==> config.mk <==
export PLATFORM = sky130hd
export DESIGN_NAME = uart_host_sched
export DESIGN_NICKNAME = d
export VERILOG_FILES = /design/src/rtl/uart_host_sched.sv
export SDC_FILE = /design/constraint.sdc
export NUM_CORES = 1
export LEC_CHECK = 0
export CAP_MARGIN = 15
export CORE_UTILIZATION = 41
export DETAILED_ROUTE_END_ITERATION = 6
export HOLD_SLACK_MARGIN = 0.08
export PLACE_DENSITY_LB_ADDON = 0.12
export RECOVER_POWER = 100
export SYNTH_ARGS = -nofsm -noshare
export SYNTH_HDL_FRONTEND = slang
export SYNTH_SLANG_ARGS = --single-unit
==> constraint.sdc <==
create_clock -name CLK -period 2.52 [get_ports CLK]
set_input_delay 0.63 -clock CLK [delete_from_list [all_inputs] [get_ports CLK]]
set_output_delay 0.63 -clock CLK [all_outputs]
set_load 0.01 [all_outputs]
==> src/rtl/uart_host_sched.sv <==
// uart_host_sched: drives the UART core's strobe interface on behalf of
// NUM_REQ transmit requesters (round-robin, gated on TXRDY) and one receive
// consumer (bytes drained into a one-entry holding register with error flags).
// Every output comes from a flop. After each strobe, HOLDOFF cycles follow with
// all strobes high. The last of those cycles already evaluates the next
// decision, so successive strobes are 1+HOLDOFF cycles apart.

module uart_host_sched #(
    parameter int NUM_REQ     = 4,
    parameter int RX_PRIORITY = 1,
    parameter int HOLDOFF     = 3
) (
    input  logic                 CLK,
    input  logic                 RESET_N,
    input  logic [NUM_REQ-1:0]   req_valid,
    input  logic [8*NUM_REQ-1:0] req_data,
    output logic [NUM_REQ-1:0]   req_ready,
    output logic                 rx_valid,
    input  logic                 rx_ready,
    output logic [7:0]           rx_data,
    output logic [2:0]           rx_err,
    output logic                 busy,
    output logic                 uart_csn,
    output logic                 uart_wen,
    output logic                 uart_oen,
    output logic [7:0]           uart_data_in,
    input  logic [7:0]           uart_data_out,
    input  logic                 uart_txrdy,
    input  logic                 uart_rxrdy,
    input  logic                 uart_parity_err,
    input  logic                 uart_framing_err,
    input  logic                 uart_overflow
);

    localparam int                 PTR_W     = $clog2(NUM_REQ);
    localparam logic [PTR_W-1:0]   PTR_INIT  = PTR_W'(NUM_REQ - 1);
    localparam logic [3:0]         HOLD_INIT = 4'(HOLDOFF);

    typedef enum logic [1:0] {
        IDLE  = 2'd0,
        TX_WR = 2'd1,
        RX_RD = 2'd2,
        HOLD  = 2'd3
    } state_t;

    state_t               state_q, state_d;
    logic [PTR_W-1:0]     rr_ptr_q, rr_ptr_d;
    logic [3:0]           cnt_q, cnt_d;
    logic                 csn_q, csn_d;
    logic                 wen_q, wen_d;
    logic                 oen_q, oen_d;
    logic [7:0]           data_in_q, data_in_d;
    logic [NUM_REQ-1:0]   req_ready_q, req_ready_d;
    logic                 rx_valid_q, rx_valid_d;
    logic [7:0]           rx_data_q, rx_data_d;
    logic [2:0]           rx_err_q, rx_err_d;
    logic                 busy_q, busy_d;

    logic                 tx_found;
    logic [PTR_W-1:0]     tx_sel;
    logic [PTR_W-1:0]     scan_idx;
    logic [7:0]           sel_byte;
    logic                 rx_cand;
    logic                 tx_cand;
    logic                 decide;

    // Round-robin search: first pending requester after rr_ptr, wrapping modulo NUM_REQ.
    always_comb begin
        tx_found = 1'b0;
        tx_sel   = rr_ptr_q;
        scan_idx = rr_ptr_q;
        for (int k = 1; k <= NUM_REQ; k++) begin
            scan_idx = PTR_W'((int'(rr_ptr_q) + k) % NUM_REQ);
            if (!tx_found && req_valid[scan_idx]) begin
                tx_found = 1'b1;
                tx_sel   = scan_idx;
            end
        end
    end

    // Byte of the selected requester, picked with constant slices.
    always_comb begin
        sel_byte = 8'h00;
        for (int i = 0; i < NUM_REQ; i++) begin
            if (tx_sel == PTR_W'(i)) begin
                sel_byte = req_data[8*i +: 8];
            end
        end
    end

    assign rx_cand = uart_rxrdy & ~rx_valid_q;
    assign tx_cand = tx_found & uart_txrdy;

    // Next-state and registered-output logic for the strobe sequencer and RX holding register.
    always_comb begin
        state_d     = state_q;
        rr_ptr_d    = rr_ptr_q;
        cnt_d       = cnt_q;
        csn_d       = 1'b1;
        wen_d       = 1'b1;
        oen_d       = 1'b1;
        data_in_d   = data_in_q;
        req_ready_d = '0;
        rx_valid_d  = rx_valid_q;
        rx_data_d   = rx_data_q;
        rx_err_d    = rx_err_q;
        decide      = 1'b0;

        case (state_q)
            IDLE: begin
                decide = 1'b1;
            end
            TX_WR, RX_RD: begin
                state_d = HOLD;
                cnt_d   = HOLD_INIT;
            end
            HOLD: begin
                if (cnt_q <= 4'd1) begin
                    decide = 1'b1;
                end else begin
                    cnt_d = cnt_q - 4'd1;
                end
            end
            default: begin
                state_d = IDLE;
            end
        endcase

        if (decide) begin
            state_d = IDLE;
            cnt_d   = 4'd0;
            if (rx_cand && (!tx_cand || (RX_PRIORITY != 0))) begin
                state_d = RX_RD;
                csn_d   = 1'b0;
                oen_d   = 1'b0;
            end else if (tx_cand) begin
                state_d     = TX_WR;
                csn_d       = 1'b0;
                wen_d       = 1'b0;
                data_in_d   = sel_byte;
                req_ready_d = NUM_REQ'(1) << tx_sel;
                rr_ptr_d    = tx_sel;
            end
        end

        if (rx_valid_q && rx_ready) begin
            rx_valid_d = 1'b0;
        end
        if (state_q == RX_RD) begin
            rx_valid_d = 1'b1;
            rx_data_d  = uart_data_out;
            rx_err_d   = {uart_overflow, uart_framing_err, uart_parity_err};
        end

        busy_d = (state_d != IDLE);
    end

    // State and output registers; reset returns the strobes high at once.
    always_ff @(posedge CLK or negedge RESET_N) begin
        if (!RESET_N) begin
            state_q     <= IDLE;
            rr_ptr_q    <= PTR_INIT;
            cnt_q       <= 4'd0;
            csn_q       <= 1'b1;
            wen_q       <= 1'b1;
            oen_q       <= 1'b1;
            data_in_q   <= 8'h00;
            req_ready_q <= '0;
            rx_valid_q  <= 1'b0;
            rx_data_q   <= 8'h00;
            rx_err_q    <= 3'b000;
            busy_q      <= 1'b0;
        end else begin
            state_q     <= state_d;
            rr_ptr_q    <= rr_ptr_d;
            cnt_q       <= cnt_d;
            csn_q       <= csn_d;
            wen_q       <= wen_d;
            oen_q       <= oen_d;
            data_in_q   <= data_in_d;
            req_ready_q <= req_ready_d;
            rx_valid_q  <= rx_valid_d;
            rx_data_q   <= rx_data_d;
            rx_err_q    <= rx_err_d;
            busy_q      <= busy_d;
        end
    end

    assign uart_csn     = csn_q;
    assign uart_wen     = wen_q;
    assign uart_oen     = oen_q;
    assign uart_data_in = data_in_q;
    assign req_ready    = req_ready_q;
    assign rx_valid     = rx_valid_q;
    assign rx_data      = rx_data_q;
    assign rx_err       = rx_err_q;
    assign busy         = busy_q;

endmodule

==> results_dict.tcl, run 1 <==
set metrics [dict create \
    status "finished with violations" \
    violations "max-capacitance violations, max-slew violations" \
    clk_latency_ps 280 \
    worst_hold_path_type "reg -> reg" \
    num_rows 23 \
    post_drt_via_cell_ratio 5.18 \
    antennaDiodeCount 0 \
    r2r_cells 7 \
    cts_htree_levels 2 \
    first_global_vias 1491 \
    cts_buffers 5 \
    grt_pass1_wl_mm 6.76 \
    ant_nets 0 \
    cts_max_path_buffers 2 \
    path_clk_slew_ps 80 \
    required_ps 2710 \
    cts_resized 0 \
    fp.coreArea_sq_um 4090 \
    irDropWorstVdd_mv 0.527 \
    syn2layout_area_growth_pct 53.5 \
    crit_type "reg -> reg" \
    max_cap_viol_count 1 \
    r2r-start "state_q[1]$_DFF_PN0_" \
    ff2ff_setup_slack_ps 240 \
    grt_max_degree 37 \
    rsz0062_at_grt "no" \
    hold_ws_ps 502 \
    critical_path.endpoint_type "flip-flop" \
    wl_per_cell_microns 14.6 \
    yosys_warnings 0 \
    slew_headroom -0.229 \
    critPathMaxFanout 11 \
    clockRootBuffer "clkbuf_8" \
    cts_tree "done" \
    synth_simple_gate_area_share 0.114 \
    yosysSeqAreaShare 0.509 \
    drc_errors 0 \
    grt.overflow.total 0 \
    die_y_microns 67.9 \
    setup_viol 0 \
    slew_viol_final 37 \
    syn_nets 211 \
    hpwl_mm 3.28 \
    wl_met2_mm 2.14 \
    portBuffers 79 \
    met3_length_microns 304 \
    wirelength_mm 4.21 \
    cts.sinks 36 \
    drt_iter0_markers 93 \
    synthAdderAreaFrac 0.0421 \
    drive_gt1_frac 0.130 \
    top_layer "met4" \
    initial_core_util 0.436 \
    max_freq_mhz 439 \
    vias 1493 \
    whs_path_depth 1 \
    r2r-end "req_ready[0]$_DFF_PN0_" \
    hold_start "rx_data[3]$_DFFE_PN0P_" \
    fin_nets 295 \
    hold_violations 0 \
    synth_cells 153 \
    holdPathEnd "rx_data[3]$_DFFE_PN0P_" \
    synth.avg_cell_area_sq_um 11.7 \
    first_pass_iters 4 \
    tns_ps 0 \
    skew_ps 7.31 \
    gp_congestion 0.812 \
    wl_met1_mm 1.76 \
    holdBufCountCts 0 \
    die-area_sq_um 4620 \
    post_cts_buffers 0 \
    io_pins 80 \
    worst_pin_slew_ps 1840 \
    fin_crit_ps 2280 \
    finalCritPeriodShare 0.905 \
    cp-start-kind "flip-flop" \
    worstPathArrival_ps 2470 \
    die_x_microns 67.9 \
    syn_area_sq_um 1780 \
    leakage_nw 1.17 \
    synth.area.mux_share 0.171 \
    synth_xor_area_frac 0 \
    synth_cell_types 37 \
    synth_compound_area_frac 0.126 \
    antenna_found_initial 0 \
    grtUsageTotal 0.199 \
    power_density_nw_per_um2 1060 \
    synth_top_family_by_area "multiplexers" \
    synth_seq_cells 36 \
]
metrics by stage:
| stage | utilization | std cells | instance area [sq um] | setup WS (ps) | total power [mW] |
|---|---|---|---|---|---|
| after floorplan | - | 153 | 1780 | 376 | 1.81 |
| after CTS | 0.673 | 288 | 2750 | 310 | 3.02 |
| after global placement | 0.645 | 280 | 2640 | 205 | 2.44 |
| final | 0.670 | 288 | 2740 | 240 | 2.89 |
| after detailed placement | 0.645 | 280 | 2640 | 85.9 | 2.50 |
| after global routing | 0.670 | 288 | 2740 | 111 | 3.10 |
flip-flops by register name, indices dropped and copies added (netlist names):
| register | flops |
|---|---|
| busy | 1 |
| cnt_q | 4 |
| req_ready | 4 |
| rr_ptr_q | 2 |
| rx_data | 8 |
| rx_err | 3 |
| rx_valid | 1 |
| state_q | 2 |
| uart_csn | 1 |
| uart_data_in | 8 |
| uart_oen | 1 |
| uart_wen | 1 |
worst max-delay path by stage:
| stage | from | endpoint | cells past startpoint |
|---|---|---|---|
| after CTS | state_q[1]$_DFF_PN0_ | uart_data_in[3]$_DFFE_PN0P_ | 7 |
| after global placement | req_valid[3] | uart_data_in[6]$_DFFE_PN0P_ | 6 |
| after floorplan | state_q[1]$_DFF_PN0_ | uart_data_in[0]$_DFFE_PN0P_ | 8 |
| after global routing | state_q[1]$_DFF_PN0_ | uart_data_in[3]$_DFFE_PN0P_ | 7 |
| final | state_q[1]$_DFF_PN0_ | req_ready[0]$_DFF_PN0_ | 7 |
| after detailed placement | req_valid[1] | uart_data_in[3]$_DFFE_PN0P_ | 7 |
layer usage:
metal  track usage  vias up
li1              -      716
met1         0.238      715
met2         0.332       60
met3        0.0700        2
met4        0.0625        0
met5             0        -
worst max-delay path: stages (launching register included):
cell,delay [ps]
dfrtp_1,380
ha_1,270
or3b_1,470
a211oi_4,300
and3_4,300
inv_2,70
clkbuf_1,170
nor3_1,240
power by group:
group          switching (mW)  internal (mW)  total [mW]
sequential              0.148          0.845       0.993
combinational           0.661          0.735        1.40
clock                   0.211          0.293       0.503
total                    1.02           1.87        2.89
Yosys cell counts (all sizes together):
| master | number | area [sq um] |
|---|---|---|
| dfrtp | 31 | 776 |
| mux2i | 18 | 180 |
| nor2 | 18 | 75.1 |
| mux2 | 11 | 124 |
| inv | 9 | 33.8 |
| o21ai | 9 | 45.0 |
| a221oi | 8 | 70.1 |
| ha | 6 | 75.1 |
| dfstp | 5 | 131 |
| buf | 4 | 31.3 |
| nor3 | 4 | 20.0 |
| a21oi | 3 | 15.0 |
| nand2 | 3 | 11.3 |
| nand2b | 3 | 18.8 |
| and2 | 2 | 15.0 |
| and3 | 2 | 17.5 |
| nor2b | 2 | 12.5 |
| o211ai | 2 | 15.0 |
| a211oi | 1 | 20.0 |
| a21boi | 1 | 7.51 |
| a21o | 1 | 7.51 |
| a22oi | 1 | 7.51 |
| a2bb2oi | 1 | 8.76 |
| a32oi | 1 | 8.76 |
| and2b | 1 | 7.51 |
| clkbuf | 1 | 3.75 |
| nand3b | 1 | 7.51 |
| o221ai | 1 | 8.76 |
| o41a | 1 | 11.3 |
| or3 | 1 | 6.26 |
| or3b | 1 | 11.3 |
logic make-up (layout without fill, tap and decap cells):
group | Yosys count | count (layout)
buf+inv | 14 | 99
fa+ha+maj | 6 | 6
flops | 36 | 36
compound gates | 30 | 30
mux | 29 | 29
simple gates | 38 | 38
cells in the final DEF, fill, tap and decap left out, types with 4 or more instances in the layout:
master and n:
dlygate4sd3_1 28, clkbuf_8 5, dfstp_2 5, a221oi_1 8, ha_1 6, nor3_1 4
o21ai_0 9, dfrtp_1 31, nor2_1 17, clkdlybuf4s50_1 50, inv_1 8, mux2i_1 18
mux2_2 11
area by class of cell:
| cell class | count | area, sq um |
|---|---|---|
| clock buffers | 5 | 68.8 |
| fillers | 326 | 1350 |
| repair buffers | 82 | 812 |
| clock inverters | 3 | 42.5 |
| flip-flops and latches | 36 | 907 |
| multi-input cells | 103 | 811 |
| inverters | 9 | 33.8 |
| well taps | 50 | 62.6 |
Note: power is estimated with default switching activity, not from simulation.
==> run 2, diff against run 1 <==
--- a/config.mk
+++ b/config.mk
@@ -6,7 +6,7 @@
 export NUM_CORES = 1
 export LEC_CHECK = 0
 export CAP_MARGIN = 15
-export CORE_UTILIZATION = 41
+export CORE_UTILIZATION = 45
 export DETAILED_ROUTE_END_ITERATION = 6
 export HOLD_SLACK_MARGIN = 0.08
 export PLACE_DENSITY_LB_ADDON = 0.12
==> constraint.sdc (replaced) <==
create_clock -name CLK -period 2.91 [get_ports CLK]
set_input_delay 0.7275 -clock CLK [delete_from_list [all_inputs] [get_ports CLK]]
set_output_delay 0.7275 -clock CLK [all_outputs]
set_load 0.01 [all_outputs]
==> run 2 against run 1 <==
The flow still finishes with violations (max-capacitance violations, max-slew violations); utilization grew 5.3 points; first-iteration DRC count is 58% lower; sequential share of layout area grew 0.38 points; sequential power is 14% lower; non-clock buffer count down 2; die area down 8.6%; wire length fell by 4.1%; cell count decreased by 1.4%; via count is 0.60% lower; critical path type unchanged; largest cell class unchanged.
==> results_dict.tcl, run 2 (synthesis gave the netlist of run 1 again) <==
set metrics [dict create \
    die-area_sq_um 4220 \
    holdPathEnd "rx_data[7]$_DFFE_PN0P_" \
    p_switching_mw 0.846 \
    portBuffers 79 \
    irDropWorstVdd_mv 0.546 \
    cts_resized 0 \
    tns_ps 0 \
    worst_pin_slew_ps 1850 \
    skew_ps 3.67 \
    rsz0062_at_grt "no" \
    hold_start "rx_data[7]$_DFFE_PN0P_" \
    violations "max-capacitance violations, max-slew violations" \
    fin_nets 293 \
    gp_congestion 0.718 \
    slew_headroom -0.231 \
    fin_crit_ps 2550 \
    first_global_vias 1507 \
    seq_power_share 0.355 \
    cts.sinks 36 \
    critPathMaxFanout 11 \
    required_ps 3070 \
    clockRootBuffer "clkbuf_8" \
    cts_buffers 5 \
    hpwl_mm 3.15 \
    worstPathArrival_ps 2700 \
    cp-start-kind "flip-flop" \
    leakage_nw 1.16 \
    fp.coreArea_sq_um 3740 \
    internal_power_mw 1.56 \
    drt_iter0_markers 39 \
    finalCritPeriodShare 0.875 \
    seqCellArea_sq_um 907 \
    place_area_sq_um 2620 \
    switching_share 0.352 \
    post_cts_buffers 0 \
    pwr-share-clk 0.148 \
    num_rows 22 \
    setup_viol 0 \
    slew_viol_final 37 \
    drc_errors 0 \
    postLayoutCoreUtil 0.723 \
    drive_gt1_frac 0.119 \
    first_pass_iters 4 \
    final_cell_mix "50 x clkdlybuf4s50_1, 31 x dfrtp_1, 28 x dlygate4sd3_1, 18 x mux2i_1, 17 x nor2_1" \
    crit_type "reg -> reg" \
    io_pins 80 \
    whs_path_depth 1 \
    finalPower_mw 2.40 \
    critical_path.endpoint_type "flip-flop" \
    max_freq_mhz 393 \
    max_cap_viol_count 1 \
    antenna_found_initial 0 \
    power_density_nw_per_um2 888 \
    grt.overflow.total 0 \
    final_common_cell "clkdlybuf4s50_1" \
    post_drt_via_cell_ratio 5.23 \
    die_y_microns 64.9 \
    combPwrFrac 0.497 \
    clk_latency_ps 290 \
    r2r-start "state_q[1]$_DFF_PN0_" \
    wl_per_cell_microns 14.2 \
    path_clk_slew_ps 60 \
    grt_pass1_wl_mm 6.69 \
    hold_violations 0 \
    ff2ff_setup_slack_ps 360 \
    fillers 290 \
    worst_hold_path_type "reg -> reg" \
    multi_input_area_sq_um 811 \
    grt_max_degree 37 \
    status "finished with violations" \
    initial_core_util 0.476 \
    ant_nets 0 \
    final_area_sq_um 2710 \
    syn2layout_area_growth_pct 51.8 \
    grtUsageTotal 0.213 \
    vias 1484 \
    crit_start "state_q[1]$_DFF_PN0_" \
    wirelength_mm 4.04 \
    holdBufCountCts 0 \
    cts_tree "done" \
    die_x_microns 64.9 \
    antennaDiodeCount 0 \
    r2r_cells 7 \
    r2r-end "uart_data_in[0]$_DFFE_PN0P_" \
    cts_htree_levels 2 \
    cts_max_path_buffers 2 \
]
[run 2: changes by cell type in the layout (fill, tap and decap cells not counted)]
cell | previous run | this run
inv_2 | 1 | 0
clkinv_2 | 1 | 0
bufinv_16 | 1 | 0
clkinvlp_4 | 1 | 0
inv_1 | 8 | 9
clkbuf_8 | 5 | 6
[run 2: layout make-up]
type | count | share of cell area
Sequential cell | 36 | 0.335
Multi-Input combinational cell | 103 | 0.300
Timing Repair Buffer | 80 | 0.297
Clock buffer | 8 | 0.0333
Tap cell | 48 | 0.0222
Inverter | 9 | 0.0125
[run 2: stage by stage]
| step | std cells | setup slack, ps | hold WS [ps] |
|---|---|---|---|
| CTS | 284 | 430 | 512 |
| detailed placement | 276 | 356 | 497 |
| global route | 284 | 158 | 518 |
| finish | 284 | 363 | 505 |
| floorplan | 153 | 766 | 432 |
| global placement | 276 | 436 | 490 |
[run 2: metal layers]
metal  GRT usage  part of all wire  vias to the layer above
li1            -                 -                      713
met1       0.238              0.40                      698
met2       0.362              0.50                       61
met3      0.0739             0.071                       12
met4      0.0944             0.026                        0
met5           0                 0                        -
[run 2: worst max path at each step]
| stage | endpoint | slack, ps |
|---|---|---|
| 6_report | uart_data_in[0]$_DFFE_PN0P_ | 360 |
| 5_1_grt | uart_data_in[6]$_DFFE_PN0P_ | 160 |
| 4_1_cts | uart_data_in[3]$_DFFE_PN0P_ | 430 |
| 3_5_place_dp | uart_data_in[2]$_DFFE_PN0P_ | 360 |
| 3_3_place_gp | uart_data_in[1]$_DFFE_PN0P_ | 440 |
| 2_1_floorplan | uart_data_in[0]$_DFFE_PN0P_ | 770 |
[run 2: worst max-delay path, cell delays in order, from the launching register on]
cell and delay (ps):
dfrtp_1 370, ha_1 270, or3b_1 480, a211oi_4 450, and3_4 340, inv_1 140
nor2_4 250, a221oi_1 110
[run 2: power by group through the flow]
stage | clock (mW) | combinational (mW) | sequential (mW)
floorplan | 0 | 0.638 | 0.929
global placement | 0 | 1.23 | 0.856
detailed placement | 0 | 1.27 | 0.872
CTS | 0.370 | 1.28 | 0.864
global route | 0.391 | 1.31 | 0.879
finish | 0.357 | 1.19 | 0.852
==> run 3, diff against run 2 <==
--- a/config.mk
+++ b/config.mk
@@ -9,7 +9,7 @@
 export CORE_UTILIZATION = 45
 export DETAILED_ROUTE_END_ITERATION = 6
 export HOLD_SLACK_MARGIN = 0.08
-export PLACE_DENSITY_LB_ADDON = 0.12
+export PLACE_DENSITY = 0.88
 export RECOVER_POWER = 100
 export SYNTH_ARGS = -nofsm -noshare
 export SYNTH_HDL_FRONTEND = slang
==> constraint.sdc (replaced) <==
create_clock -name CLK -period 2.91 [get_ports CLK]
set_input_delay 0.7275 -clock CLK [delete_from_list [all_inputs] [get_ports CLK]]
set_output_delay 0.7275 -clock CLK [all_outputs]
set_load 0.02 [all_outputs]
==> run 3 against run 2 <==
The run still ends with max-capacitance violations, max-slew violations left; fmax up 2.5%; global-route usage down 0.39 points; clock power increased by 20%; utilization grew 0.20 points; die area is the same; combinational power rose by 9%; cell area grew 0.28%; via count increased by 0.88%; clock-buffer cell count is 3 lower; total power rose by 7.0%; sequential share of layout area shrank 0.093 points; critical path depth is the same; critical endpoint is now uart_data_in[4]$_DFFE_PN0P_.
==> results_dict.tcl, run 3 (synthesis gave the netlist of run 1 again) <==
set metrics [dict create \
    status "finished with violations" \
    violations "max-capacitance violations, max-slew violations" \
    cp-start-kind "flip-flop" \
    path_buf_inv 1 \
    fin_crit_ps 2480 \
    r2r-start "state_q[1]$_DFF_PN0_" \
    hold_violations 0 \
    clk_latency_ps 280 \
    num_rows 22 \
    cts_buffers 5 \
    crit_type "reg -> reg" \
    pwr-share-clk 0.166 \
    grt_pass1_wl_mm 6.69 \
    required_ps 3060 \
    finalCritPeriodShare 0.854 \
    io_pins 80 \
    r2r-end "uart_data_in[4]$_DFFE_PN0P_" \
    post_drt_via_cell_ratio 5.23 \
    first_pass_iters 4 \
    slew_viol_final 37 \
    worst_hold_path_type "reg -> reg" \
    wirelength_mm 4.02 \
    initial_core_util 0.476 \
    max_cap_viol_count 1 \
    die-area_sq_um 4220 \
    leakage_nw 1.17 \
    worst_pin_slew_ps 1810 \
    drc_errors 0 \
    tns_ps 0 \
    skew_ps 6.24 \
    hold_start "rx_data[3]$_DFFE_PN0P_" \
    drive_gt1_frac 0.126 \
    antenna_found_initial 0 \
    ff2ff_setup_slack_ps 430 \
    power_density_nw_per_um2 947 \
    fp.coreArea_sq_um 3740 \
    cpPeakStageDelay_ps 430 \
    portBuffers 79 \
    gp_congestion 0.864 \
    drt_iter0_markers 57 \
    holdPathEnd "rx_data[3]$_DFFE_PN0P_" \
    holdBufCountCts 0 \
    fin_nets 295 \
    post_cts_buffers 0 \
    final_common_cell "clkdlybuf4s50_1" \
    r2r_cells 7 \
    die_x_microns 64.9 \
    die_y_microns 64.9 \
    slew_headroom -0.208 \
    critical_path.endpoint_type "flip-flop" \
    setup_viol 0 \
    hold_ws_ps 506 \
    ant_nets 0 \
    layout_setup_ws_ps 426 \
    critPathMaxFanout 11 \
    cts_resized 0 \
    cts_max_path_buffers 2 \
    crit_path_top_delay_cell "or3b_1" \
    p_switching_mw 0.967 \
    cts_tree "done" \
    grt.overflow.total 0 \
    combPwrFrac 0.504 \
    worstPathArrival_ps 2630 \
    path_clk_slew_ps 70 \
    whs_path_depth 1 \
    syn2layout_area_growth_pct 52.2 \
    wl_per_cell_microns 14.0 \
    max_freq_mhz 403 \
    rsz0062_at_grt "no" \
    cts_htree_levels 2 \
    internal_power_mw 1.60 \
    grt_max_degree 37 \
    pre_cts_slack_ps 335 \
    place_area_sq_um 2620 \
    path_cells "ha_1, or3b_1, a211oi_1, and3_4, inv_1, nor2_4, a221oi_1" \
    seq_power_share 0.330 \
    final_area_sq_um 2710 \
    finalPower_mw 2.57 \
    hpwl_mm 3.07 \
    crit_family "simple AND/OR/NAND/NOR gates" \
    irDropWorstVdd_mv 0.657 \
    switching_share 0.376 \
    first_global_vias 1505 \
    final_cell_mix "50 x clkdlybuf4s50_1, 31 x dfrtp_1, 28 x dlygate4sd3_1, 18 x mux2i_1, 17 x nor2_1" \
    grtUsageTotal 0.209 \
    antennaDiodeCount 0 \
    vias 1497 \
    cts.sinks 36 \
    clockRootBuffer "clkbuf_8" \
]
## run 3: cell count changes in the layout (fill, tap and decap cells not counted), sizes merged
cell / delta
clkinv: +1
clkinvlp: +1
bufinv: +1
clkbuf: -2
buf: +1
## run 3: through the flow
| stage | instances | util |
|---|---|---|
| CTS | 286 | 0.730 |
| detailed placement | 278 | 0.701 |
| global route | 286 | 0.725 |
| global placement | 278 | 0.701 |
| floorplan | 153 | - |
| finish | 286 | 0.725 |
## run 3: power groups by stage
| stage | clock (mW) | sequential, mW | combinational [mW] |
|---|---|---|---|
| finish | 0.427 | 0.848 | 1.30 |
| global route | 0.463 | 0.876 | 1.41 |
| floorplan | 0 | 1.05 | 0.637 |
| detailed placement | 0 | 0.862 | 1.40 |
| global placement | 0 | 0.854 | 1.37 |
| CTS | 0.435 | 0.855 | 1.41 |
## run 3: layout make-up
type	instances	area, sq um
Clock buffer	5	68.8
Clock inverter	3	42.5
Fill cell	282	1030
Inverter	9	33.8
Multi-Input combinational cell	103	798
Sequential cell	36	907
Tap cell	48	60.1
Timing Repair Buffer	82	803
## run 3: metal layers
layer	global-route usage	wire length, microns
met2	0.315	1890
met3	0.0599	247
met1	0.280	1790
met5	0	0
met4	0.0861	85
## run 3: worst max path at each step
stage	startpoint	end	depth (start not counted)
floorplan	state_q[1]$_DFF_PN0_	uart_data_in[0]$_DFFE_PN0P_	8
finish	state_q[1]$_DFF_PN0_	uart_data_in[4]$_DFFE_PN0P_	7
detailed placement	req_valid[3]	uart_data_in[2]$_DFFE_PN0P_	6
global route	state_q[1]$_DFF_PN0_	uart_data_in[2]$_DFFE_PN0P_	7
global placement	req_valid[3]	uart_data_in[2]$_DFFE_PN0P_	6
CTS	state_q[1]$_DFF_PN0_	uart_data_in[2]$_DFFE_PN0P_	7
